==> config.mk <==
export PLATFORM = sky130hd
export DESIGN_NAME = operand_b_fwd
export DESIGN_NICKNAME = d
export VERILOG_FILES = /design/src/rtl/operand_b_fwd.sv
export SDC_FILE = /design/constraint.sdc
export NUM_CORES = 1
export LEC_CHECK = 0
export CORE_ASPECT_RATIO = 1.25
export CORE_UTILIZATION = 33
export CTS_BUF_LIST = sky130_fd_sc_hd__clkbuf_4
export CTS_CLUSTER_DIAMETER = 100
export DETAILED_ROUTE_END_ITERATION = 8
export PLACE_DENSITY = 0.83
export SLEW_MARGIN = 20
export SYNTH_ARGS = -nofsm -noshare
export SYNTH_HDL_FRONTEND = slang
export SYNTH_SLANG_ARGS = --single-unit
==> constraint.sdc <==
create_clock -name clock -period 1.7 [get_ports clock]
set_clock_uncertainty 0.1 [all_clocks]
set_input_delay 0.17 -clock clock [delete_from_list [all_inputs] [get_ports clock]]
set_output_delay 0.17 -clock clock [all_outputs]
set_load 0.03 [all_outputs]
==> src/rtl/operand_b_fwd.sv <==
// operand_b_fwd
//   Selects operand B for the EX stage: sign/zero-extended immediate, a
//   forwarded register value, or zero. Tracks FWD_DEPTH in-flight writers in a
//   small scoreboard and inserts a single-cycle stall on a load-use hazard
//   against the youngest in-flight instruction.
// Ports
//   clock, reset         rising-edge clock, synchronous active-high reset
//   id_valid/op/rt/imm   decode-stage instruction fields
//   id_rt_data           register-file read of id_rt
//   id_dst/id_wen        destination of the decoded instruction
//   fwd_data             slice k-1 holds the result of tracked stage k
//   stall                hold decode this cycle (combinational)
//   ex_valid/ex_opb      registered operand B for EX
module operand_b_fwd #(
  parameter int unsigned DATA_W    = 32,
  parameter int unsigned REG_AW    = 5,
  parameter int unsigned FWD_DEPTH = 2,
  parameter logic [5:0]  OP_ALU    = 6'h00,
  parameter logic [5:0]  OP_LW     = 6'h23,
  parameter logic [5:0]  OP_SW     = 6'h2B,
  parameter logic [5:0]  OP_ADDI   = 6'h08,
  parameter logic [5:0]  OP_ANDI   = 6'h0C,
  parameter logic [5:0]  OP_ORI    = 6'h0D,
  parameter logic [5:0]  OP_BEQ    = 6'h04,
  parameter logic [5:0]  OP_J      = 6'h02,
  parameter logic [5:0]  OP_JAL    = 6'h03
) (
  input  logic                        clock,
  input  logic                        reset,
  input  logic                        id_valid,
  input  logic [5:0]                  id_op,
  input  logic [REG_AW-1:0]           id_rt,
  input  logic [15:0]                 id_imm,
  input  logic [DATA_W-1:0]           id_rt_data,
  input  logic [REG_AW-1:0]           id_dst,
  input  logic                        id_wen,
  input  logic [FWD_DEPTH*DATA_W-1:0] fwd_data,
  output logic                        stall,
  output logic                        ex_valid,
  output logic [DATA_W-1:0]           ex_opb
);

  typedef enum logic {RUN, HOLD} state_e;

  state_e                             state_q;
  logic [FWD_DEPTH-1:0]               sb_v_q;
  logic [FWD_DEPTH-1:0]               sb_ld_q;
  logic [FWD_DEPTH-1:0][REG_AW-1:0]   sb_dst_q;
  logic                               ex_valid_q;
  logic [DATA_W-1:0]                  ex_opb_q;

  logic              is_imm_s, is_imm_z, is_reg;
  logic [DATA_W-1:0] reg_val, opb_d;
  logic              sb_v_d, sb_ld_d;

  // Operand source class decode; anything unlisted (J, JAL, unknown) is ZERO.
  always_comb begin
    is_imm_s = (id_op == OP_LW) || (id_op == OP_SW) || (id_op == OP_ADDI);
    is_imm_z = (id_op == OP_ANDI) || (id_op == OP_ORI);
    is_reg   = (id_op == OP_ALU) || (id_op == OP_BEQ);
  end

  // Walk oldest to youngest so the youngest matching writer wins.
  always_comb begin
    reg_val = id_rt_data;
    for (int k = FWD_DEPTH - 1; k >= 0; k--) begin
      if (sb_v_q[k] && (sb_dst_q[k] == id_rt))
        reg_val = fwd_data[k*DATA_W +: DATA_W];
    end
    if (id_rt == '0) reg_val = '0;
  end

  always_comb begin
    opb_d = '0;
    if (is_imm_s)      opb_d = {{(DATA_W-16){id_imm[15]}}, id_imm};
    else if (is_imm_z) opb_d = {{(DATA_W-16){1'b0}}, id_imm};
    else if (is_reg)   opb_d = reg_val;
  end

  // Only a load in stage 1 is a hazard: one bubble moves it to stage 2 where
  // its result is on the forwarding bus. HOLD suppresses a repeat stall.
  assign stall = !reset && (state_q == RUN) && id_valid && is_reg &&
                 sb_v_q[0] && sb_ld_q[0] && (id_rt != '0) &&
                 (sb_dst_q[0] == id_rt);

  assign sb_v_d  = !stall && id_valid && id_wen && (id_dst != '0);
  assign sb_ld_d = id_op == OP_LW;

  always_ff @(posedge clock) begin
    if (reset) begin
      state_q    <= RUN;
      sb_v_q     <= '0;
      sb_ld_q    <= '0;
      sb_dst_q   <= '0;
      ex_valid_q <= 1'b0;
      ex_opb_q   <= '0;
    end else begin
      for (int k = FWD_DEPTH - 1; k > 0; k--) begin
        sb_v_q[k]   <= sb_v_q[k-1];
        sb_ld_q[k]  <= sb_ld_q[k-1];
        sb_dst_q[k] <= sb_dst_q[k-1];
      end
      sb_v_q[0]   <= sb_v_d;
      sb_ld_q[0]  <= sb_ld_d;
      sb_dst_q[0] <= id_dst;
      // stall is never high in HOLD, so HOLD always returns to RUN.
      state_q     <= stall ? HOLD : RUN;
      ex_valid_q  <= stall ? 1'b0 : id_valid;
      ex_opb_q    <= stall ? '0 : opb_d;
    end
  end

  assign ex_valid = ex_valid_q;
  assign ex_opb   = ex_opb_q;

endmodule

# After elaboration in Yosys (flattened, before gate mapping)
# Cells that the tools add are included.
[totals]
ff_bits = 47
input_bits = 132
elab_cells = 46
[op_classes]
n_eq_ne = 8
n_mux = 7
n_bitwise = 1
n_reduce_logical = 23
[ops]
columns = ["cell", "count"]
rows = [
  ["$mux W32", 6],
  ["$eq A6 B4 Y1 const B", 3],
  ["$eq A6 B6 Y1 const B", 2],
  ["$logic_and A1 B1 Y1", 12],
  ["$eq A5 B5 Y1", 2],
  ["$reduce_bool A5 Y1", 2],
  ["$eq A6 B3 Y1 const B", 1],
  ["$logic_not A6 Y1", 1],
  ["$logic_not A5 Y1", 1],
  ["$logic_or A1 B1 Y1", 4],
  ["$logic_not A1 Y1", 2],
  ["$reduce_or A2 Y1", 1],
  ["$mux W1", 1],
  ["$not A1 Y1", 1],
]

# Depth between registers and ports, before layout
# Gate-level depths: netlist of run 1.
[logic_depth]
depth_word = 12
ltp_mapped = 7

# Least setup slack after synthesis of run 1
# No wires, ideal clock.
[synth_timing]
path_kind = "register to output"
start = "register sb_dst_q[3] (netlist bit)"
end = "output port stall"
arrival_ns = 1.842
required_ns = 1.430
setup_slack_ns = -0.412
path_stages_with_launch = 7
path_buffers = 1
path_cell_list = "dfxtp_1 -> xor2_1 -> nor4_1 -> nand3_1 -> buf_2 -> nor4_2 -> nor2b_1"
[synth_via]
elab_chain_len = 2
[synth_rtl]
columns = ["element", "line", "source"]
rows = [
  ["from (decl)", "48", "logic [FWD_DEPTH-1:0][REG_AW-1:0] sb_dst_q;"],
  ["from (signal, indexed assignment)", "101", "sb_dst_q[k] <= sb_dst_q[k-1];"],
  ["$eq A5 B5 Y1", "84", "(sb_dst_q[0] == id_rt);"],
  ["$logic_and A1 B1 Y1", "83", "sb_v_q[0] && sb_ld_q[0] && (id_rt != '0) &&"],
  ["to (decl)", "38", "output logic stall,"],
]
# Every way passes these cells.

# Worst setup path in the final report of run 1
[layout_timing]
start = "register sb_dst_q[1] (netlist bit)"
end = "output port stall"
# Same word-level chain as after synthesis.

==> run_results.csv, run 1 <==
group,metric,value,unit
status,status,"finished with violations",
status,violations,"setup timing",
power_and_ir_drop,p_leak,2.012,nW
cts,clk_path_buf_depth,2,
placed_design,placedCellCount,549,
cts,htreeDepth,2,
drt,drtPass1Iterations,4,
placed_design,detailed_place_hpwl,6.827,mm
drt,drtAntennaViolNets,0,
critical_path,r2r-end,"ex_opb[11]$_SDFF_PP0_",
sta,fin_crit_sh,125.7,%
synthesis,syn_area_per_cell,8.614,um2
critical_path,worstSetupPathType,"reg2out",
critical_path,crit_path_cell_trace,"xor2_1, nor4_2, nand3_2, nor4_4, nor2b_4, buf_6",
layout,area_delta_synth_final,95.43,%
floorplan,die-height,98.60,um
critical_path,endpoint_kind,"output port",
layout,final_common_cell,"clkdlybuf4s50_1",
cts,clkLatencyLatePin,0.38,ns
floorplan,start_util,34.68,%
synthesis,synth-seq-cells,47,
placed_design,post-place-ws,-0.5956,ns
global_routing,grt_pass1_vias,3105,
cts,cts_sinks,47,
global_routing,grt-ovfl-total,0,
cts,clkTransAtPathRegs,0.16,ns
min_path,min_path_cells,3,
critical_path,crit_buf_inv,1,
drt,vias,2993,
synthesis,synthDistinctLibCells,34,
drt,post_drt_via_cell_ratio,5.242,
sta,tns,-10.43,ns
sta,relSlewSlack,75.33,%
critical_path,r2r_slack,-0.37,ns
drt,dr.first_iter.drc_count,105,
floorplan,rows,34,
sta,hold_viol,0,
synthesis,yosysWarnings,0,
cts,cts_buffers,5,
min_path,hp-class,"in2reg",
placed_design,port-buffer-count,165,
global_routing,grt_first_pass_wirelength,14.59,mm
critical_path,reg2regPathDepth,9,
critical_path,crit_arrival,1.87,ns
cts,cts_tree,"built",
min_path,worstHoldEndpoint,"sb_ld_q[0]$_SDFF_PP0_",
sta,timing.fmax,468.0,MHz
floorplan,dieArea,7817,um2
critical_path,start_kind,"flip-flop",
layout,final_cells,571,
power_and_ir_drop,power.density,474.1,nW/um2
critical_path,cp_data_required_time,1.43,ns
critical_path,slowest_delay,0.35,ns
critical_path,cp_top_family,"simple AND/OR/NAND/NOR gates",
global_routing,grtUsageTotal,24.01,%
sta,holdWs,0.1268,ns
global_routing,grt_max_degree,18,
layout,drive_gt1_share,18.30,%
critical_path,critPathMaxFanout,2,
min_path,hold_path_startpoint,"id_op[3]",
drt,drc,0,
sta,report.final.setup_viol,33,
power_and_ir_drop,ir_drop,0.0003231,V
power_and_ir_drop,internal_power,1.686,mW
synthesis,netlist_area,2464,um2
layout,nets,612,
sta,tightest_slew,0.3694,ns
sta,slew_viol_final,0,
synthesis,synth_edf_count,0,
cts,cts_hold_buf,0,
synthesis,synth_seq_area_share,38.19,%
drt,wl,9.691,mm
flow_run,maxCapViolCount,0,
sta,rsz0062_at_grt,"true",
floorplan,dieWidth,79.28,um
critical_path,reg2reg_from,"sb_dst_q[1]$_SDFF_PP0_",
floorplan,coreArea,7104,um2
placed_design,gp_congestion,0.8070,
layout,layout_common_cells,"clkdlybuf4s50_1 (143), dfxtp_1 (45), nand2_1 (35), nand3_1 (31), buf_4 (30)",
critical_path,cp_slowest_cell,"dfxtp_2",
drt,wl_per_cell,16.97,um
power_and_ir_drop,power_frac_comb,24.6,%
floorplan,ios,166,
power_and_ir_drop,p_switching,0.5966,mW
sta,min_period,2.137,ns
synthesis,synth_flop_cell,"dfxtp_1",
layout,n_antenna_cell,0,
synthesis,async_flop_share,0,%
sta,setup_slack,-0.4368,ns
power_and_ir_drop,swShare,26.14,%
synthesis,syn-num-nets,418,
global_routing,antenna_found_initial,0,
cts,root_buffer,"clkbuf_4",
power_and_ir_drop,power_frac_seq,49.9,%
power_and_ir_drop,clkPwrFrac,25.6,%
synthesis,synth_cells,286,
## synthesized netlist by cell type, drive strengths merged (5+ instances only)
| cell type | count | share of area (%) |
|---|---|---|
| nor2 | 5 | 0.86 |
| and2 | 18 | 4.7 |
| dfxtp | 47 | 38 |
| nand2 | 35 | 5.3 |
| a32o | 16 | 6.5 |
| o21ai | 33 | 6.7 |
| nor2b | 13 | 3.3 |
| clkbuf | 19 | 2.9 |
| a21o | 16 | 4.9 |
| xnor2 | 6 | 2.1 |
| a32oi | 16 | 8.7 |
| buf | 5 | 1.7 |
| nand3 | 35 | 7.6 |
## worst min-delay path: stages
cell and delay (ns):
dlygate4sd2_1 0.25, buf_4 0.13, nor3b_1 0.04
## worst max-delay path by stage
stage                                 startpoint               endpoint  slack, ns  cells after the start
after floorplan           sb_dst_q[3]$_SDFF_PP0_                  stall      -0.14                      6
after CTS                 sb_dst_q[1]$_SDFF_PP0_                  stall      -0.46                      6
after detailed placement                id_rt[3]   ex_opb[8]$_SDFF_PP0_      -0.60                      7
after global placement                  id_rt[3]  ex_opb[14]$_SDFF_PP0_      -0.50                      7
final                     sb_dst_q[1]$_SDFF_PP0_                  stall      -0.44                      6
after global routing      sb_dst_q[1]$_SDFF_PP0_                  stall      -0.53                      6
## power groups by stage
| stage | clock network [mW] | registers, mW | logic [mW] |
|---|---|---|---|
| finish | 0.583 | 1.14 | 0.561 |
| global route | 0.636 | 1.14 | 0.597 |
| CTS | 0.593 | 1.14 | 0.554 |
| detailed placement | 0 | 1.16 | 0.543 |
| global placement | 0 | 1.16 | 0.534 |
| floorplan | 0 | 1.19 | 0.121 |
## metal layers
| metal | global-route usage, % | vias to the layer above | routed length (um) |
|---|---|---|---|
| li1 | - | 1436 | - |
| met1 | 24.53 | 1394 | 3524 |
| met2 | 46.42 | 138 | 5239 |
| met3 | 4.259 | 25 | 621 |
| met4 | 10.35 | 0 | 305 |
| met5 | 0 | - | 0 |
## stage by stage
stage               area (um2)  power (mW)  utilization (%)
floorplan                 2486       1.306                -
finish                    4815       2.283            67.77
global route              4815       2.374            67.77
global placement          4444       1.695            62.56
CTS                       4697       2.285            66.11
detailed placement        4444       1.705            62.56
## sequential cells by signal, indices dropped and copies added, names as in the netlist
register	count
ex_opb	32
ex_valid	1
sb_dst_q	10
sb_ld_q	1
sb_v_q	2
state_q	1
## layout make-up
class / count / area [um2]
fill: 569 / 2290
timing repair buffer: 210 / 2196
multi-input combinational: 215 / 1498
sequential: 47 / 943.4
tap: 90 / 112.6
clock buffer: 6 / 45.04
clock inverter: 2 / 16.27
inverter: 1 / 3.754
## timing repair
item | 4_1_cts | 5_1_grt
pin swaps | 10 | 7
endpoints found under the setup margin | 35 | 48
gates resized for setup | 36 | 31
setup buffers | 8 | 2
gates cloned | 4 | 2
## cell families after synthesis
group | count (synthesis) | synth area share [%]
xor gates and xnor gates | 10 | 3.555
buffers and inverters | 25 | 4.723
AOI/OAI and AO/OA | 83 | 27.37
and+or+nand+nor | 121 | 26.16
DFF | 47 | 38.19
(Power assumes the default switching activity.)
==> run 2, diff against run 1 <==
--- a/config.mk
+++ b/config.mk
@@ -13,2 +13,3 @@
 export PLACE_DENSITY = 0.83
+export REMOVE_ABC_BUFFERS = 1
 export SLEW_MARGIN = 20
==> constraint.sdc (replaced) <==
create_clock -name clock -period 1.7 [get_ports clock]
set_clock_uncertainty 0.1 [all_clocks]
set_input_delay 0.34 -clock clock [delete_from_list [all_inputs] [get_ports clock]]
set_output_delay 0.34 -clock clock [all_outputs]
set_load 0.03 [all_outputs]
==> run_results.csv, run 2 (synthesis results as in run 1) <==
group,metric,value,unit
critical_path,start_kind,"primary input",
global_routing,grt_pass1_vias,3054,
floorplan,start_util,34.68,%
power_and_ir_drop,finalPower,2.206,mW
sta,holdWs,0.2352,ns
layout,layout_common_cells,"clkdlybuf4s50_1 (124), dfxtp_1 (44), nand2_1 (35), dlygate4sd2_1 (35), nand3_1 (33)",
power_and_ir_drop,internal_power,1.659,mW
floorplan,die-height,98.60,um
placed_design,port-buffer-count,165,
critical_path,critPathMaxFanout,2,
sta,timing.fmax,438.9,MHz
min_path,hp-class,"in2reg",
power_and_ir_drop,power.density,483.9,nW/um2
cts,clk_path_buf_depth,2,
drt,drtAntennaViolNets,0,
cts,root_buffer,"clkbuf_4",
power_and_ir_drop,ir_drop,0.0003931,V
status,violations,"setup timing",
cts,clkLatencyLatePin,0.35,ns
sta,fin_crit_sh,134.0,%
status,status,"finished with violations",
drt,post_drt_via_cell_ratio,5.187,
global_routing,antenna_found_initial,0,
critical_path,crit_arrival,1.84,ns
power_and_ir_drop,swShare,24.81,%
critical_path,worstSetupPathType,"in2out",
drt,wl,9.404,mm
global_routing,grt_max_degree,27,
floorplan,dieWidth,79.28,um
placed_design,detailed_place_hpwl,6.986,mm
global_routing,grt_first_pass_wirelength,14.17,mm
drt,dr.first_iter.drc_count,78,
cts,htreeDepth,2,
sta,slew_viol_final,0,
drt,drc,0,
layout,area_delta_synth_final,85.07,%
critical_path,endpoint_kind,"output port",
floorplan,rows,34,
layout,n_fill_cell,613,
power_and_ir_drop,clkPwrFrac,23.8,%
global_routing,grtUsageTotal,23.49,%
cts,clkTransAtPathRegs,0.14,ns
sta,relSlewSlack,77.34,%
layout,n_antenna_cell,0,
power_and_ir_drop,p_switching,0.5474,mW
sta,rsz0062_at_grt,"true",
sta,hold_viol,0,
layout,largest_register_ffs,32,
critical_path,cp_data_required_time,1.26,ns
min_path,hold_path_startpoint,"id_op[3]",
power_and_ir_drop,power_frac_comb,24.5,%
layout,final_common_cell,"clkdlybuf4s50_1",
layout,nets,604,
layout,final_core_util,64.18,%
flow_run,maxCapViolCount,0,
floorplan,ios,166,
floorplan,dieArea,7817,um2
sta,report.final.setup_viol,33,
placed_design,gp_congestion,0.9258,
critical_path,reg2reg_from,"sb_dst_q[3]$_SDFF_PP0_",
critical_path,startpoint,"id_op[4]",
sta,min_period,2.279,ns
cts,cts_sinks,47,
layout,drive_gt1_share,15.64,%
sta,tightest_slew,0.3412,ns
power_and_ir_drop,power_frac_seq,51.6,%
drt,vias,2920,
cts,cts_buffers,5,
floorplan,coreArea,7104,um2
cts,cts_tree,"built",
global_routing,grt-ovfl-total,0,
sta,setup_slack,-0.5787,ns
drt,wl_per_cell,16.70,um
drt,drtPass1Iterations,4,
power_and_ir_drop,p_leak,1.826,nW
[run 2: cell count changes in the layout (fill, tap and decap cells not counted), sizes merged]
| cell | previous run | this run |
|---|---|---|
| dlygate4sd2 | 3 | 35 |
| buf | 46 | 38 |
| clkdlybuf4s50 | 143 | 124 |
| dlymetal6s2s | 14 | 2 |
| clkinv | 0 | 2 |
| bufbuf | 1 | 0 |
| inv | 2 | 1 |
| clkinvlp | 1 | 0 |
[run 2: worst max-delay path, stage by stage]
cell and delay, ns:
clkdlybuf4s50_1 0.47, nor3_2 0.15, o211ai_1 0.12, buf_4 0.16
nor4_4 0.27, nor2b_4 0.20, buf_6 0.13
[run 2: area by class of cell]
type / count / area, um2 / share of cell area [%]
repair buffers: 202 / 1956 / 42.89
multi-input cells: 215 / 1490 / 32.68
flip-flops and latches: 47 / 944.7 / 20.72
well taps: 90 / 112.6 / 2.470
clock buffers: 6 / 45.04 / 0.9879
clock inverters: 2 / 7.507 / 0.1647
inverters: 1 / 3.754 / 0.08233
[run 2: repair_timing]
item                       4_1_cts  5_1_grt
setup endpoints to repair       69       36
gates cloned                     2        0
hold buffers                     0        0
buffers inserted                 4        1
resized for setup               53       18
pin swaps                        7        6
[run 2: path summary, 6_finish.rpt]
kind,endpoint,slack (ns),cells after the start
worst max-delay path,stall,-0.58,7
worst min-delay path,sb_ld_q[0]$_SDFF_PP0_,0.24,3
worst max register to register,ex_opb[14]$_SDFF_PP0_,-0.31,8
worst min register to register,sb_dst_q[8]$_SDFF_PP0_,0.40,1
[run 2: metrics by stage]
step	setup TNS, ns	instances	area (um2)	setup slack, ns
floorplan	-26.82	262	2351	-1.393
global placement	-23.29	550	4410	-0.8082
detailed placement	-26.52	550	4410	-0.9544
CTS	-6.721	564	4517	-0.7020
global route	-11.10	563	4559	-0.6617
finish	-8.989	563	4559	-0.5787
[run 2: power by group through the flow]
| stage | logic [mW] | clock network, mW | registers (mW) |
|---|---|---|---|
| after floorplan | 0.111 | 0 | 1.19 |
| after CTS | 0.538 | 0.541 | 1.14 |
| final | 0.542 | 0.525 | 1.14 |
| after global routing | 0.578 | 0.590 | 1.14 |
| after detailed placement | 0.541 | 0 | 1.16 |
| after global placement | 0.532 | 0 | 1.16 |
[run 2: metal layers]
metal	wire, um	vias up	GRT usage (%)	part of all wire (%)
met5	0	-	0	0
met2	5016	143	45.16	53
met4	287	0	9.091	3.1
met1	3481	1343	24.06	37
met3	619	24	5.093	6.6
li1	-	1410	-	-
